**config.mk**
```make
export PLATFORM = sky130hd
export DESIGN_NAME = score_display_mux
export DESIGN_NICKNAME = d
export VERILOG_FILES = /design/src/rtl/score_display_mux.sv
export SDC_FILE = /design/constraint.sdc
export NUM_CORES = 1
export LEC_CHECK = 0
export BUFFER_PORTS_ARGS = -buffer_cell sky130_fd_sc_hd__buf_4
export CORE_ASPECT_RATIO = 1.25
export CORE_UTILIZATION = 59
export CTS_CLUSTER_DIAMETER = 120
export DETAILED_ROUTE_END_ITERATION = 12
export GPL_ROUTABILITY_DRIVEN = 0
export HOLD_SLACK_MARGIN = 0.1
export PLACE_DENSITY_LB_ADDON = 0.3
export SKIP_LAST_GASP = 1
export SYNTH_ARGS = -nofsm -noshare
export SYNTH_HDL_FRONTEND = slang
export SYNTH_SLANG_ARGS = --single-unit
```
**constraint.sdc**
```tcl
create_clock -name clock -period 3.2 [get_ports clock]
set_input_delay 0 -clock clock [delete_from_list [all_inputs] [get_ports clock]]
set_output_delay 0 -clock clock [all_outputs]
set_load 0.02 [all_outputs]
```
**src/rtl/score_display_mux.sv**
```systemverilog
// score_display_mux: saturating BCD score counter with edge-detected
// increment/decrement requests and a time-multiplexed, common-anode
// seven-segment display driver (active-low anodes and segments).
// Optional feature macro: LEADING_ZERO_BLANK_EN (blank leading zero digits).
module score_display_mux #(
  parameter int DIGITS      = 8,
  parameter int REFRESH_DIV = 1024
) (
  input  logic                  clock,
  input  logic                  reset,
  input  logic                  increment_score,
  input  logic                  decrement_score,
  input  logic                  clear_score,
  output logic [4*DIGITS-1:0]   score_bcd,
  output logic                  score_max,
  output logic [DIGITS-1:0]     anode_activate,
  output logic [7:0]            LED_out
);

  localparam int IDX_W = (DIGITS > 1) ? $clog2(DIGITS) : 1;
  localparam int PRE_W = $clog2(REFRESH_DIV);
  localparam logic [7:0] SEG_BLANK = 8'hFF;

  logic                inc_prev_reg, dec_prev_reg;
  logic                inc_evt, dec_evt;
  logic [4*DIGITS-1:0] score_reg, score_next, score_inc, score_dec;
  logic [DIGITS-1:0]   digit_is9;
  logic                at_max, at_zero;
  logic [PRE_W-1:0]    prescaler_reg;
  logic [IDX_W-1:0]    digit_idx_reg;
  logic [DIGITS-1:0]   anode_reg, anode_next;
  logic [7:0]          led_reg, led_next;
  logic [3:0]          sel_digit;
  logic                blank_digit;

  // Active-low seven-segment code; anything outside 0..9 shows blank.
  function automatic logic [7:0] seg_code(input logic [3:0] d);
    case (d)
      4'd0:    seg_code = 8'hC0;
      4'd1:    seg_code = 8'hF9;
      4'd2:    seg_code = 8'hA4;
      4'd3:    seg_code = 8'hB0;
      4'd4:    seg_code = 8'h99;
      4'd5:    seg_code = 8'h92;
      4'd6:    seg_code = 8'h82;
      4'd7:    seg_code = 8'hF8;
      4'd8:    seg_code = 8'h80;
      4'd9:    seg_code = 8'h90;
      default: seg_code = SEG_BLANK;
    endcase
  endfunction

  assign inc_evt = increment_score & ~inc_prev_reg;
  assign dec_evt = decrement_score & ~dec_prev_reg;

  // Per-digit "is 9" flags and one-hot (active-low) anode pattern.
  generate
    for (genvar gi = 0; gi < DIGITS; gi++) begin : g_digit
      assign digit_is9[gi]  = (score_reg[4*gi +: 4] == 4'd9);
      assign anode_next[gi] = (digit_idx_reg != IDX_W'(gi));
    end
  endgenerate

  assign at_max  = &digit_is9;
  assign at_zero = (score_reg == '0);

  // Digit-wise ripple increment: a 9 wraps to 0 and carries upward.
  always_comb begin
    logic carry;
    carry     = 1'b1;
    score_inc = score_reg;
    for (int k = 0; k < DIGITS; k++) begin
      if (carry) begin
        if (score_reg[4*k +: 4] == 4'd9) begin
          score_inc[4*k +: 4] = 4'd0;
        end else begin
          score_inc[4*k +: 4] = score_reg[4*k +: 4] + 4'd1;
          carry = 1'b0;
        end
      end
    end
  end

  // Digit-wise ripple decrement: a 0 wraps to 9 and borrows upward.
  always_comb begin
    logic borrow;
    borrow    = 1'b1;
    score_dec = score_reg;
    for (int k = 0; k < DIGITS; k++) begin
      if (borrow) begin
        if (score_reg[4*k +: 4] == 4'd0) begin
          score_dec[4*k +: 4] = 4'd9;
        end else begin
          score_dec[4*k +: 4] = score_reg[4*k +: 4] - 4'd1;
          borrow = 1'b0;
        end
      end
    end
  end

  // Score update priority: clear, then coincident events cancel, then +1/-1 with saturation.
  always_comb begin
    score_next = score_reg;
    if (clear_score)               score_next = '0;
    else if (inc_evt && dec_evt)   score_next = score_reg;
    else if (inc_evt && !at_max)   score_next = score_inc;
    else if (dec_evt && !at_zero)  score_next = score_dec;
  end

  // Edge-detect history and score state.
  always_ff @(posedge clock) begin
    if (reset) begin
      inc_prev_reg <= 1'b0;
      dec_prev_reg <= 1'b0;
      score_reg    <= '0;
    end else begin
      inc_prev_reg <= increment_score;
      dec_prev_reg <= decrement_score;
      score_reg    <= score_next;
    end
  end

  // Refresh prescaler and scanned digit index.
  always_ff @(posedge clock) begin
    if (reset) begin
      prescaler_reg <= '0;
      digit_idx_reg <= '0;
    end else if (prescaler_reg == PRE_W'(REFRESH_DIV - 1)) begin
      prescaler_reg <= '0;
      if (digit_idx_reg == IDX_W'(DIGITS - 1)) digit_idx_reg <= '0;
      else                                     digit_idx_reg <= digit_idx_reg + 1'b1;
    end else begin
      prescaler_reg <= prescaler_reg + 1'b1;
    end
  end

  // Select the BCD digit currently being scanned.
  always_comb begin
    sel_digit = 4'd0;
    for (int k = 0; k < DIGITS; k++) begin
      if (digit_idx_reg == IDX_W'(k)) sel_digit = score_reg[4*k +: 4];
    end
  end

`ifdef LEADING_ZERO_BLANK_EN
  // zero_from[k]: digit k and every more-significant digit are zero.
  logic [DIGITS:0] zero_from;
  assign zero_from[DIGITS] = 1'b1;
  generate
    for (genvar gi = 0; gi < DIGITS; gi++) begin : g_zero
      assign zero_from[gi] = (score_reg[4*gi +: 4] == 4'd0) && zero_from[gi+1];
    end
  endgenerate

  // Blank a leading zero; digit 0 always shows so a zero score reads "0".
  always_comb begin
    blank_digit = 1'b0;
    for (int k = 0; k < DIGITS; k++) begin
      if (digit_idx_reg == IDX_W'(k)) blank_digit = (k != 0) && zero_from[k];
    end
  end
`else
  assign blank_digit = 1'b0;
`endif

  assign led_next = blank_digit ? SEG_BLANK : seg_code(sel_digit);

  // Registered display outputs so anode and segments switch on the same edge.
  always_ff @(posedge clock) begin
    if (reset) begin
      anode_reg <= '1;
      led_reg   <= SEG_BLANK;
    end else begin
      anode_reg <= anode_next;
      led_reg   <= led_next;
    end
  end

  assign score_bcd      = score_reg;
  assign score_max      = at_max;
  assign anode_activate = anode_reg;
  assign LED_out        = led_reg;

endmodule

```
; ---- Word-level counts from Yosys, hierarchy flattened
; Memories as Yosys holds them, arrays and structs flattened. A register that Yosys moved wholly into a read port is not among the register bits.
; Index checks and enable logic that the tools add are counted.
[word_totals]
register_bits = 63
romBits = 112
input_bits = 5
mem_count = 1
[mem_list]
columns = name, words, word_bits, rd, rd_ports_with_merged_regs, wr, line_no
row1 = (no name shown), 16, 7, 1, 1, 0, 38  ; case (d)
[classes]
add_sub_neg = 18
eq_ne = 30
n_mux = 67
n_bitwise = 5
n_reduce_logical = 35
[ops]
columns = operator, n
row1 = $mux 4, 38
row2 = $mux 32, 2
row3 = $add 4x1->4 const B, 8
row4 = $eq 4x4->1 const B, 8
row5 = $logic_not 32->1, 1
row6 = $logic_not 4->1, 8
row7 = $sub 4x1->4 const B, 8
row8 = $reduce_and 4->1, 7
row9 = $mux 1, 26
row10 = $reduce_bool 2->1, 8
row11 = $ne 2x2->1 const B, 7
row12 = $eq 3x3->1 const B, 4
row13 = $ne 3x3->1 const B, 4
row14 = $add 10x1->10 const B, 1
row15 = $eq 10x10->1 const B, 1
row16 = $reduce_and 8->1, 1
row17 = $eq 3x2->1 const B, 2
row18 = $ne 3x2->1 const B, 2
row19 = $reduce_or 2->1, 2
row20 = $add 3x1->3 const B, 1
row21 = $eq 3x1->1 const B, 1
row22 = $logic_and 1x1->1, 3
row23 = $logic_not 3->1, 1
row24 = $mux 3, 1
row25 = other kinds (6), 10

; ---- Longest topological paths before layout
; Gate-level depths: netlist (run 1).
[logic_depth]
ltp_word = 11
mapped_depth = 15

; ---- Worst setup path before layout (run 1)
; Ideal clock, no wire load.
[synth_path]
path_type = reg2reg
start = reg digit_idx_reg[1]
end = reg led_reg[4], in the netlist LED_out[4]
arrival_ns = 2.435
slack_ns = 0.651
path_stages_with_launch = 13
n_path_buf = 2
path_cell_list = dfxtp_1 -> inv_1 -> ha_1 -> clkbuf_1 -> clkbuf_1 -> a21oi_1 -> a21oi_1 -> a211o_1 -> a21oi_1 -> a211o_1 -> ha_1 -> or3b_2 -> a21o_1
[synth_between]
elab_chain_len = 9
word_cells_on_any_way = 16
[synth_rtl]
columns = item, line_no
row1 = "start, declared", 30  ; logic [IDX_W-1:0] digit_idx_reg;
row2 = "start signal, assigned", 131  ; else digit_idx_reg <= digit_idx_reg + 1'b1;
row3 = $logic_not 3->1, 141  ; if (digit_idx_reg == IDX_W'(k)) sel_digit = score_reg[4*k +: 4];
row4 = $mux 4 (7 in series), 141
row5 = $mux 4 (*), 141
row6 = "end, declared", 32  ; logic [7:0] led_reg, led_next;
; Every way passes the cells marked *; elsewhere a longest branch is shown, timed or not.
; A chain may end at the register's enable or synchronous reset.

; ---- Worst setup path in the final report (run 1)
[layout_path]
start = reg digit_idx_reg[0]
end = reg led_reg[4], in the netlist LED_out[4]
; Same word-level chain as after synthesis.

==> results by group, run 1 <==
Power and ir drop
  • PD cells: 384 mW/mm^2
  • Final Total Pwr: 1.90 mW
  • Worst vdd ir: 0.326 mV
  • Power share of the combinational group: 19.8%
  • Switch share: 31.0%
  • Seq pwr share: 43.3%
  • Leak: 1.93 nW
  • Internal power: 1.31 mW
  • P_sw: 0.590 mW
  • Clock power share: 36.9%

Layout
  • ANT cells: 0
  • Layout Area Growth over Synthesis: 16.1%
  • Fin cells: 698
  • Max FFs per register: 32
  • Layout cells sized above 1: 19.2%
  • Commonest non-fill, non-tap cells in the layout: 74 x buf_4, 62 x dfxtp_1, 55 x nor2_1, 51 x nand2_1, 40 x o21ai_0
  • Commonest non-fill, non-tap cell in the layout: buf_4
  • Final net count: 620
  • Fillers: 598

Die
  • Die footprint: 0.00757 mm^2
  • Core footprint: 0.00698 mm^2
  • Die width: 78.0 um
  • Starting Density: 61.1%
  • Die Height: 97.0 um
  • Top Ports: 54
  • # rows: 34

Clock network
  • Clock sinks: 62
  • Clock slew at reported path FFs: 0.08 ns
  • CTS tree: done
  • Clk Latency, worst-skew pair: 0.35 ns
  • H-tree levels: 3
  • Cts bufs inserted: 9
  • Clk root buf: clkbuf_8
  • Max Buffers Root-to-Sink: 2

Setup path
  • Startpoint Class: register
  • WP data required: 3.44 ns
  • Setup Crit Path Kind: reg2reg
  • CP Launch Point: digit_idx_reg[0]$_SDFFE_PP0P_
  • R2R depth: 10
  • Reg2reg setup slack: 0.30 ns
  • Worst r2r dst: LED_out[4]$_SDFF_PP1_
  • Critical path fanouts, max: 14
  • Arrival time worst endpoint: 3.13 ns
  • CP endpoint kind: register
  • Worst R2R Start: digit_idx_reg[0]$_SDFFE_PP0P_

Synth
  • Synthesized netlist net count: 580
  • Largest family of logic cells by synthesized area: simple AND/OR/NAND/NOR gates
  • Synth Flop Type: dfxtp_1
  • Simple-gate share of the synthesized area: 28.7%
  • Area share of fa/ha/maj cells after synthesis: 3.52%
  • #FFs+latches synth: 62
  • Count of flip-flops with a built-in enable after synthesis: 0
  • Mapped Cells: 563
  • Mux cell area share after synthesis: 1.94%
  • Post-synthesis xor/xnor area fraction: 5.73%
  • Mapped Area: 0.00426 mm^2
  • Yosys cell types: 72
  • Synth async-reset ratio: 0%
  • Sequential element share of the synthesized area: 29.1%
  • Compound-Gate Fraction of Synth Area: 23.3%
  • Mean post-synth cell area: 7.57 um^2
  • Ys Warns: 0

Placed design
  • Buffers on Ports: 52
  • DP HPWL: 7770 um
  • DP Cell Count: 677

Timing
  • Setup TNS: 0 ns
  • Clock Skews: 0.0141 ns
  • RSZ-0062 raised after global routing: false
  • Max Slew Vio Count: 0
  • # setup viols final: 0
  • Min Clock Period, post-route: 2.90 ns
  • Fmax: 0.345 GHz
  • Hold slack: 0.199 ns
  • Worst slew pin tran: 1.06 ns
  • Slew headroom: 28.9%
  • Final Cycle Share: 90.5%
  • Hold Fails Final Rpt: 0

Worst hold path
  • Hold EP: score_bcd[7]$_SDFFE_PP0P_
  • HP Class: in2reg
  • Hold Path Cell Cnt: 4
  • HP Start: clear_score

Route
  • Detail Route Antenna Nets: 0
  • Pre-antenna DRT Iters: 5
  • Remaining DRCs: 0
  • Vias per cell: 6.17
  • WL/cell: 16.0 um
  • Via count: 4,305
  • Post-Route WL: 11,200 um
  • Initial DRC Count: 390

Outcome
  • Status: completed

Global route
  • First-pass GRT wire length: 17,900 um
  • Largest net degree at the start of global routing: 30
  • Global route total overflow: 0
  • Vias in the first global route: 3,854
  • Total GRT Usage: 29.3%
  • Antenna violations before repair: 0

Job
  • Maximum capacitance violations: 0
## kinds of logic after synthesis
logic type               after synthesis
AND/OR/NAND/NOR                      227
AO/OA/AOI/OAI                        152
buffers and inverters                 74
flip-flops                            62
XOR/XNOR                              27
adder cells (fa/ha/maj)               12
multiplexers                           8
other                                  1
## synth_stat cells, types with 3 or more instances
| cell type | n | area (um^2) |
|---|---|---|
| nand2_1 | 51 | 191 |
| clkbuf_1 | 35 | 131 |
| a211oi_1 | 3 | 22.5 |
| buf_6 | 3 | 33.8 |
| a21oi_1 | 34 | 170 |
| nand4bb_1 | 4 | 45.0 |
| nor2b_1 | 6 | 37.5 |
| and3_1 | 8 | 50.1 |
| ha_1 | 12 | 150 |
| o211ai_1 | 4 | 30.0 |
| nand4_1 | 8 | 50.1 |
| a31oi_1 | 14 | 87.6 |
| buf_2 | 9 | 45.0 |
| o31ai_1 | 5 | 37.5 |
| a311oi_1 | 3 | 26.3 |
| nand2b_1 | 12 | 75.1 |
| and2_1 | 6 | 37.5 |
| and4_1 | 5 | 43.8 |
| or2_2 | 7 | 43.8 |
| dfxtp_1 | 62 | 1240 |
| a22o_1 | 3 | 26.3 |
| inv_1 | 24 | 90.1 |
| nor3_1 | 15 | 75.1 |
| nand3b_1 | 5 | 37.5 |
| o21ai_0 | 40 | 200 |
| mux2i_1 | 6 | 60.1 |
| nand3_1 | 13 | 65.1 |
| a21o_1 | 7 | 52.6 |
| xnor2_1 | 19 | 166 |
| a211o_1 | 4 | 35.0 |
| a221oi_1 | 3 | 26.3 |
| buf_4 | 3 | 22.5 |
| nor2_1 | 55 | 206 |
| xor2_1 | 7 | 61.3 |
| o22ai_1 | 7 | 43.8 |
| nor4_1 | 12 | 75.1 |
| and4bb_2 | 4 | 50.1 |
## per-layer routing
| layer | routed length (um) | part of all wire (%) | track usage (%) | vias to the layer above |
|---|---|---|---|---|
| li1 | - | - | - | 2079 |
| met1 | 4690 | 42 | 34.5 | 2018 |
| met2 | 5550 | 50 | 51.5 | 190 |
| met3 | 767 | 6.9 | 6.51 | 18 |
| met4 | 188 | 1.7 | 10.3 | 0 |
| met5 | 0 | 0 | 0 | - |
## critical path, cell delays in order (launching register included)
cell and delay [ns]:
dfxtp_1 0.41, inv_1 0.10, ha_1 0.37, and3b_1 0.24
a2111oi_0 0.39, o32a_1 0.28, o31ai_2 0.11, inv_1 0.14
ha_1 0.16, or3b_2 0.44, a21o_1 0.16
## power groups by stage
stage	sequential [mW]	clock, mW	combinational (mW)
floorplan	0.854	0	0.252
global placement	0.840	0	0.356
detailed placement	0.840	0	0.363
CTS	0.823	0.704	0.371
global route	0.827	0.744	0.407
finish	0.823	0.702	0.377
## through the flow
| stage | utilization, % | area [um^2] | setup slack [ns] |
|---|---|---|---|
| after detailed placement | 67.3 | 4700 | 0.357 |
| after global placement | 67.3 | 4700 | 0.495 |
| after global routing | 70.9 | 4950 | 0.141 |
| after CTS | 70.9 | 4940 | 0.337 |
| final | 70.9 | 4950 | 0.304 |
| after floorplan | - | 4260 | 0.651 |
## final cells by class
| cell class | count | area [um^2] | share of cell area, % |
|---|---|---|---|
| Multi-Input combinational cell | 427 | 2700 | 54.6 |
| Sequential cell | 62 | 1240 | 25.1 |
| Timing Repair Buffer | 79 | 606 | 12.2 |
| Clock buffer | 9 | 124 | 2.50 |
| Tap cell | 90 | 113 | 2.28 |
| Inverter | 24 | 90.1 | 1.82 |
| Clock inverter | 7 | 73.8 | 1.49 |
## repair_timing
action                                  in CTS  in global routing
setup buffers                                0                  0
gates resized for setup                      0                  1
endpoints found under the hold margin       20                  0
hold buffers                                 5                  0
endpoints found under the setup margin       0                  1
## worst max-delay path by stage
stage                            end  slack [ns]
3_5_place_dp   LED_out[4]$_SDFF_PP1_        0.36
5_1_grt        LED_out[4]$_SDFF_PP1_        0.14
2_1_floorplan  LED_out[4]$_SDFF_PP1_        0.65
6_report       LED_out[4]$_SDFF_PP1_        0.30
4_1_cts        LED_out[4]$_SDFF_PP1_        0.34
3_3_place_gp   LED_out[4]$_SDFF_PP1_        0.50
Note: power is estimated with default switching activity, not from simulation.
==> run 2, diff against run 1 <==
ABC_AREA = 1   (was not set)
CORE_UTILIZATION = 58   (was 59)
==> run 2 against run 1 <==
Compared with the run above:
- worst hold slack worse by 0.040 ns
- core utilization up 0.14 points
- combinational power grew 42%
- synthesized area decreased by 5.3%
- routed wire length shrank 4.5%
- count of clock-buffer cells in the layout unchanged
- final cell count grew 16%
- synthesized cell count increased by 17%
- critical path depth increased by 4
- clock skew decreased by 0.0048 ns
- worst setup slack better by 0.27 ns
==> results by group, run 2 <==
Outcome
  • Status: completed

Setup path
  • Arrival time worst endpoint: 2.88 ns
  • Setup Crit Path Kind: reg2reg
  • WP data required: 3.45 ns
  • Startpoint Class: register
  • Critical path fanouts, max: 9
  • CP endpoint kind: register

Clock network
  • Clock slew at reported path FFs: 0.08 ns
  • Setup Buffers After CTS: 0
  • H-tree levels: 3
  • Hold buffers post-CTS: 5
  • Max Buffers Root-to-Sink: 2
  • CTS tree: done
  • Clk Latency, worst-skew pair: 0.36 ns
  • Clock sinks: 62
  • Clk root buf: clkbuf_8
  • # resized after CTS: 0
  • Cts bufs inserted: 9

Synth
  • Synth Flop Type: dfxtp_1
  • Leading area contributor after synthesis: dfxtp_1
  • Ys Warns: 0
  • Synthesized netlist net count: 678
  • Yosys cell types: 39
  • Count of flip-flops with a built-in enable after synthesis: 0
  • Most frequent cell after synthesis: nand2_1
  • Post-synth top area share: 30.8%
  • Sequential element share of the synthesized area: 30.8%
  • #FFs+latches synth: 62
  • Mean post-synth cell area: 6.11 um^2
  • Mapped Cells: 661
  • Mapped Area: 0.00404 mm^2
  • Post-synth top cells: 186 x nand2_1, 106 x nor2_1, 69 x inv_1
  • Synth async-reset ratio: 0%
  • Top area cells in the synthesized netlist: dfxtp_1 31%, nand2_1 17%, nor2_1 9.9%, o21ai_0 6.8%, inv_1 6.4%

Route
  • Vias per cell: 5.54
  • Post-Route WL: 10,700 um
  • Initial DRC Count: 394
  • Pre-antenna DRT Iters: 6
  • Via count: 4,480
  • WL/cell: 13.2 um
  • Remaining DRCs: 0
  • Detail Route Antenna Nets: 0

Global route
  • Vias in the first global route: 4,041
  • Total GRT Usage: 30.3%
  • Largest net degree at the start of global routing: 30
  • Antenna violations before repair: 0
  • First-pass GRT wire length: 17,400 um
  • Global route total overflow: 0

Timing
  • # setup viols final: 0
  • Hold Fails Final Rpt: 0
  • Final worst-path setup slack: 0.569 ns
  • Max Slew Vio Count: 0
  • Min Clock Period, post-route: 2.63 ns
  • Fmax: 0.380 GHz
  • RSZ-0062 raised after global routing: false
  • Setup TNS: 0 ns
  • Final Cycle Share: 82.2%
  • Clock Skews: 0.00931 ns
  • Worst slew pin tran: 0.640 ns
  • Slew headroom: 57.2%

Placed design
  • DP HPWL: 7620 um
  • Buffers on Ports: 52
  • Setup WS pre-CTS: 0.594 ns

Die
  • Die Height: 95.3 um
  • Die footprint: 0.00730 mm^2
  • Starting Density: 60.7%
  • # rows: 33
  • Core footprint: 0.00665 mm^2
  • Die width: 76.6 um
  • Top Ports: 54

Job
  • Maximum capacitance violations: 0

Layout
  • Layout Area Growth over Synthesis: 17.1%
  • Commonest non-fill, non-tap cells in the layout: 186 x nand2_1, 106 x nor2_1, 69 x inv_1, 62 x dfxtp_1, 56 x buf_4
  • Final net count: 734
  • Layout cells sized above 1: 14.1%
  • Reg area: 0.00124 mm^2
  • Commonest non-fill, non-tap cell in the layout: nand2_1
  • Post-layout util: 71.1%
  • Max FFs per register: 32
  • Fillers: 569
  • ANT cells: 0
  • Area of the multi-input gates: 0.00240 mm^2

Power and ir drop
  • PD cells: 462 mW/mm^2
  • Worst vdd ir: 0.366 mV
  • Final Total Pwr: 2.18 mW
  • Leak: 2.24 nW

Worst hold path
  • HP Class: in2reg
==> run 2: final cells by class <==
| cell class | instances | share of cell area (%) |
|---|---|---|
| inverter | 75 | 5.96 |
| timing repair buffer | 61 | 9.95 |
| tap | 87 | 2.30 |
| clock inverter | 7 | 2.04 |
| sequential | 62 | 26.3 |
| multi-input combinational | 508 | 50.9 |
| clock buffer | 9 | 2.62 |
==> run 2: power by group <==
| part | total (mW) | internal [mW] | switching [mW] | leakage, nW |
|---|---|---|---|---|
| logic | 0.536 | 0.187 | 0.349 | 1.62 |
| clock network | 0.786 | 0.442 | 0.344 | 0.114 |
| registers | 0.862 | 0.811 | 0.0513 | 0.506 |
| total | 2.18 | 1.44 | 0.744 | 2.24 |
==> run 2: cells by family after synthesis <==
group                      after synthesis  share of synthesized area, %
xor gates and xnor gates                 6                          1.30
adders and majority gates               12                          3.72
AOI/OAI and AO/OA                      113                          15.1
other                                    1                        0.0929
buffers and inverters                   91                          9.70
DFF                                     62                          30.8
and+or+nand+nor                        376                          39.4
==> run 2: critical path, stage by stage (launching register included) <==
cell and delay, ns:
dfxtp_1 0.50, inv_1 0.15, ha_1 0.31, nand2_1 0.10
nand2_1 0.05, inv_1 0.06, nand2_1 0.06, nand2_1 0.05
nand2_1 0.06, a21boi_0 0.50, inv_1 0.15, ha_1 0.22
nand3b_1 0.17, nand3_1 0.10, nand2_1 0.05
==> run 2: worst paths after layout <==
kind | startpoint | end | slack [ns] | cells past startpoint
max | digit_idx_reg[2]$_SDFFE_PP0P_ | LED_out[5]$_SDFF_PP1_ | 0.57 | 14
max reg2reg | digit_idx_reg[2]$_SDFFE_PP0P_ | LED_out[5]$_SDFF_PP1_ | 0.57 | 14
min reg2reg | prescaler_reg[0]$_SDFF_PP0_ | prescaler_reg[0]$_SDFF_PP0_ | 0.46 | 1
min | clear_score | score_bcd[26]$_SDFFE_PP0P_ | 0.16 | 5
==> run 2: stage by stage <==
| step | hold WS (ns) | instances | cell area (um^2) |
|---|---|---|---|
| detailed placement | 0.234 | 788 | 4460 |
| CTS | 0.161 | 809 | 4730 |
| floorplan | 0.0724 | 661 | 4040 |
| global placement | 0.228 | 788 | 4460 |
| finish | 0.159 | 809 | 4730 |
| global route | 0.181 | 809 | 4730 |
==> run 2: routing by layer <==
| metal | up-vias | track usage, % | share of wire, % |
|---|---|---|---|
| li1 | 2226 | - | - |
| met2 | 183 | 51.7 | 48 |
| met5 | - | 0 | 0 |
| met1 | 2032 | 35.3 | 43 |
| met3 | 39 | 7.18 | 6.4 |
| met4 | 0 | 16.3 | 3.3 |
==> run 3, diff against run 2 <==
clock period = 2.5 ns   (was 3.2 ns; I/O delays follow)
==> run 3 against run 2 <==
Compared with the run above:
- sequential power grew 28%
- maximum frequency grew 9.7%
- power grew 29%
- worst hold slack lost 0.0042 ns
- critical path depth grew 2
- sequential share of layout area shrank 0.44 points
- routed wire length grew 3.9%
- critical endpoint is now LED_out[3]$_SDFF_PP1_
- combinational power grew 33%
==> results by group, run 3 (synthesis gave the netlist of run 2 again) <==
Layout
  • Layout cells sized above 1: 16.5%
  • ANT cells: 0
  • Fillers: 548
  • Fin cells: 813
  • Max FFs per register: 32
  • Final net count: 738
  • Post-layout util: 72.5%
  • Commonest non-fill, non-tap cell in the layout: nand2_1
  • Cell area after layout: 0.00482 mm^2
  • Commonest non-fill, non-tap cells in the layout: 185 x nand2_1, 103 x nor2_1, 68 x inv_1, 59 x dfxtp_1, 59 x buf_4
  • Layout Area Growth over Synthesis: 19.4%

Die
  • Die footprint: 0.00730 mm^2
  • Die width: 76.6 um
  • Top Ports: 54
  • # rows: 33
  • Die Height: 95.3 um
  • Core footprint: 0.00665 mm^2
  • Starting Density: 60.7%

Worst hold path
  • HP Class: in2reg

Setup path
  • Critical-path cell list: inv_1 -> ha_2 -> inv_1 -> nor2_1 -> nand2_1 -> nand3_1 -> nand3_1 -> nand2_1 -> nand2_1 -> nand2_1 -> a21boi_0 -> buf_4 -> ha_1 -> nand3b_1 -> nand3_1 -> nand2_1
  • Setup Crit Path Kind: reg2reg
  • Most common cell on crit path: nand2_1
  • CP max stage delay: 0.34 ns
  • Worst path slowest cell: dfxtp_1
  • CP endpoint kind: register
  • WP data required: 2.74 ns
  • Critical path fanouts, max: 7
  • Startpoint Class: register
  • Arrival time worst endpoint: 2.64 ns

Route
  • Remaining DRCs: 0
  • Initial DRC Count: 409
  • Vias per cell: 5.56
  • Pre-antenna DRT Iters: 5
  • WL/cell: 13.7 um
  • Detail Route Antenna Nets: 0
  • Post-Route WL: 11,100 um
  • Via count: 4,524

Power and ir drop
  • Internal power: 1.85 mW
  • PD cells: 586 mW/mm^2
  • Clock power share: 35.8%
  • P_sw: 0.975 mW
  • Worst vdd ir: 0.481 mV
  • Seq pwr share: 38.9%
  • Power share of the combinational group: 25.3%
  • Final Total Pwr: 2.83 mW
  • Leak: 2.27 nW
  • Switch share: 34.5%

Timing
  • Max Slew Vio Count: 0
  • Hold Fails Final Rpt: 0
  • Slew headroom: 63.4%
  • Min Clock Period, post-route: 2.40 ns
  • Worst slew pin tran: 0.546 ns
  • Clock Skews: 0.00821 ns
  • Final Cycle Share: 95.9%
  • Setup TNS: 0 ns
  • # setup viols final: 0
  • RSZ-0062 raised after global routing: true
  • Final worst-path setup slack: 0.102 ns
  • Fmax: 0.417 GHz
  • Hold slack: 0.155 ns

Clock network
  • Clk root buf: clkbuf_8
  • Max Buffers Root-to-Sink: 2
  • Clock sinks: 62
  • Clk Latency, worst-skew pair: 0.35 ns
  • CTS tree: done
  • Clock slew at reported path FFs: 0.08 ns
  • Cts bufs inserted: 9
  • H-tree levels: 3

Global route
  • Global route total overflow: 0
  • Antenna violations before repair: 0
  • Vias in the first global route: 3,897
  • Largest net degree at the start of global routing: 47
  • First-pass GRT wire length: 17,400 um
  • Total GRT Usage: 30.2%

Placed design
  • Setup WS pre-CTS: 0.0483 ns
  • DP HPWL: 7680 um
  • Buffers on Ports: 52
  • DP Cell Count: 791
  • DP Area: 0.00449 mm^2

Outcome
  • Status: completed

Job
  • Maximum capacitance violations: 0
run 3: cell types whose count changed in the layout (fill, tap and decap cells not counted), sizes merged:
cell,before,now
inv,77,76
clkbuf,9,10
clkinv,3,4
dlygate4sd3,5,4
buf,56,60
run 3: worst paths after layout:
kind	start	to	slack, ns	cells past startpoint
min reg2reg	prescaler_reg[0]$_SDFF_PP0_	prescaler_reg[0]$_SDFF_PP0_	0.45	1
min	clear_score	score_bcd[4]$_SDFFE_PP0P_	0.15	5
max	digit_idx_reg[1]$_SDFFE_PP0P_	LED_out[3]$_SDFF_PP1_	0.10	16
max reg2reg	digit_idx_reg[1]$_SDFFE_PP0P_	LED_out[3]$_SDFF_PP1_	0.10	16
run 3: critical path, delay by kind of cell (launching register included):
family / cells / cell delay [ns]
simple gates: 10 / 0.98
fa+ha+maj: 2 / 0.54
buf+inv: 3 / 0.36
flops: 1 / 0.34
compound gates: 1 / 0.08
run 3: what timing repair did:
item / CTS / global route
hold endpoints to repair: 10 / 0
gates resized for setup: 1 / 13
setup endpoints to repair: 1 / 18
hold buffers: 4 / 0
cloned: 0 / 1
setup buffers: 0 / 1
run 3: cell type report:
cell class	instances	area (um^2)	share of cell area [%]
clock inverters	7	96.3	2.00
flip-flops and latches	62	1240	25.8
repair buffers	65	528	11.0
multi-input cells	508	2440	50.6
clock buffers	9	124	2.57
inverters	75	282	5.84
well taps	87	109	2.26
run 3: power by group through the flow:
stage	Combinational [mW]	Sequential [mW]	Clock, mW
global placement	0.660	1.12	0
CTS	0.688	1.10	1.00
finish	0.714	1.10	1.01
detailed placement	0.675	1.12	0
floorplan	0.450	1.16	0
global route	0.793	1.11	1.04
run 3: per-layer routing:
layer  track usage (%)  vias to the layer above  share of wire [%]  routed length (um)
met3              6.89                       39                8.0                 884
met5                 0                        -                  0                   0
met1              36.5                     2039                 41                4570
li1                  -                     2239                  -                   -
met2              52.6                      207                 48                5340
met4              10.9                        0                2.9                 318
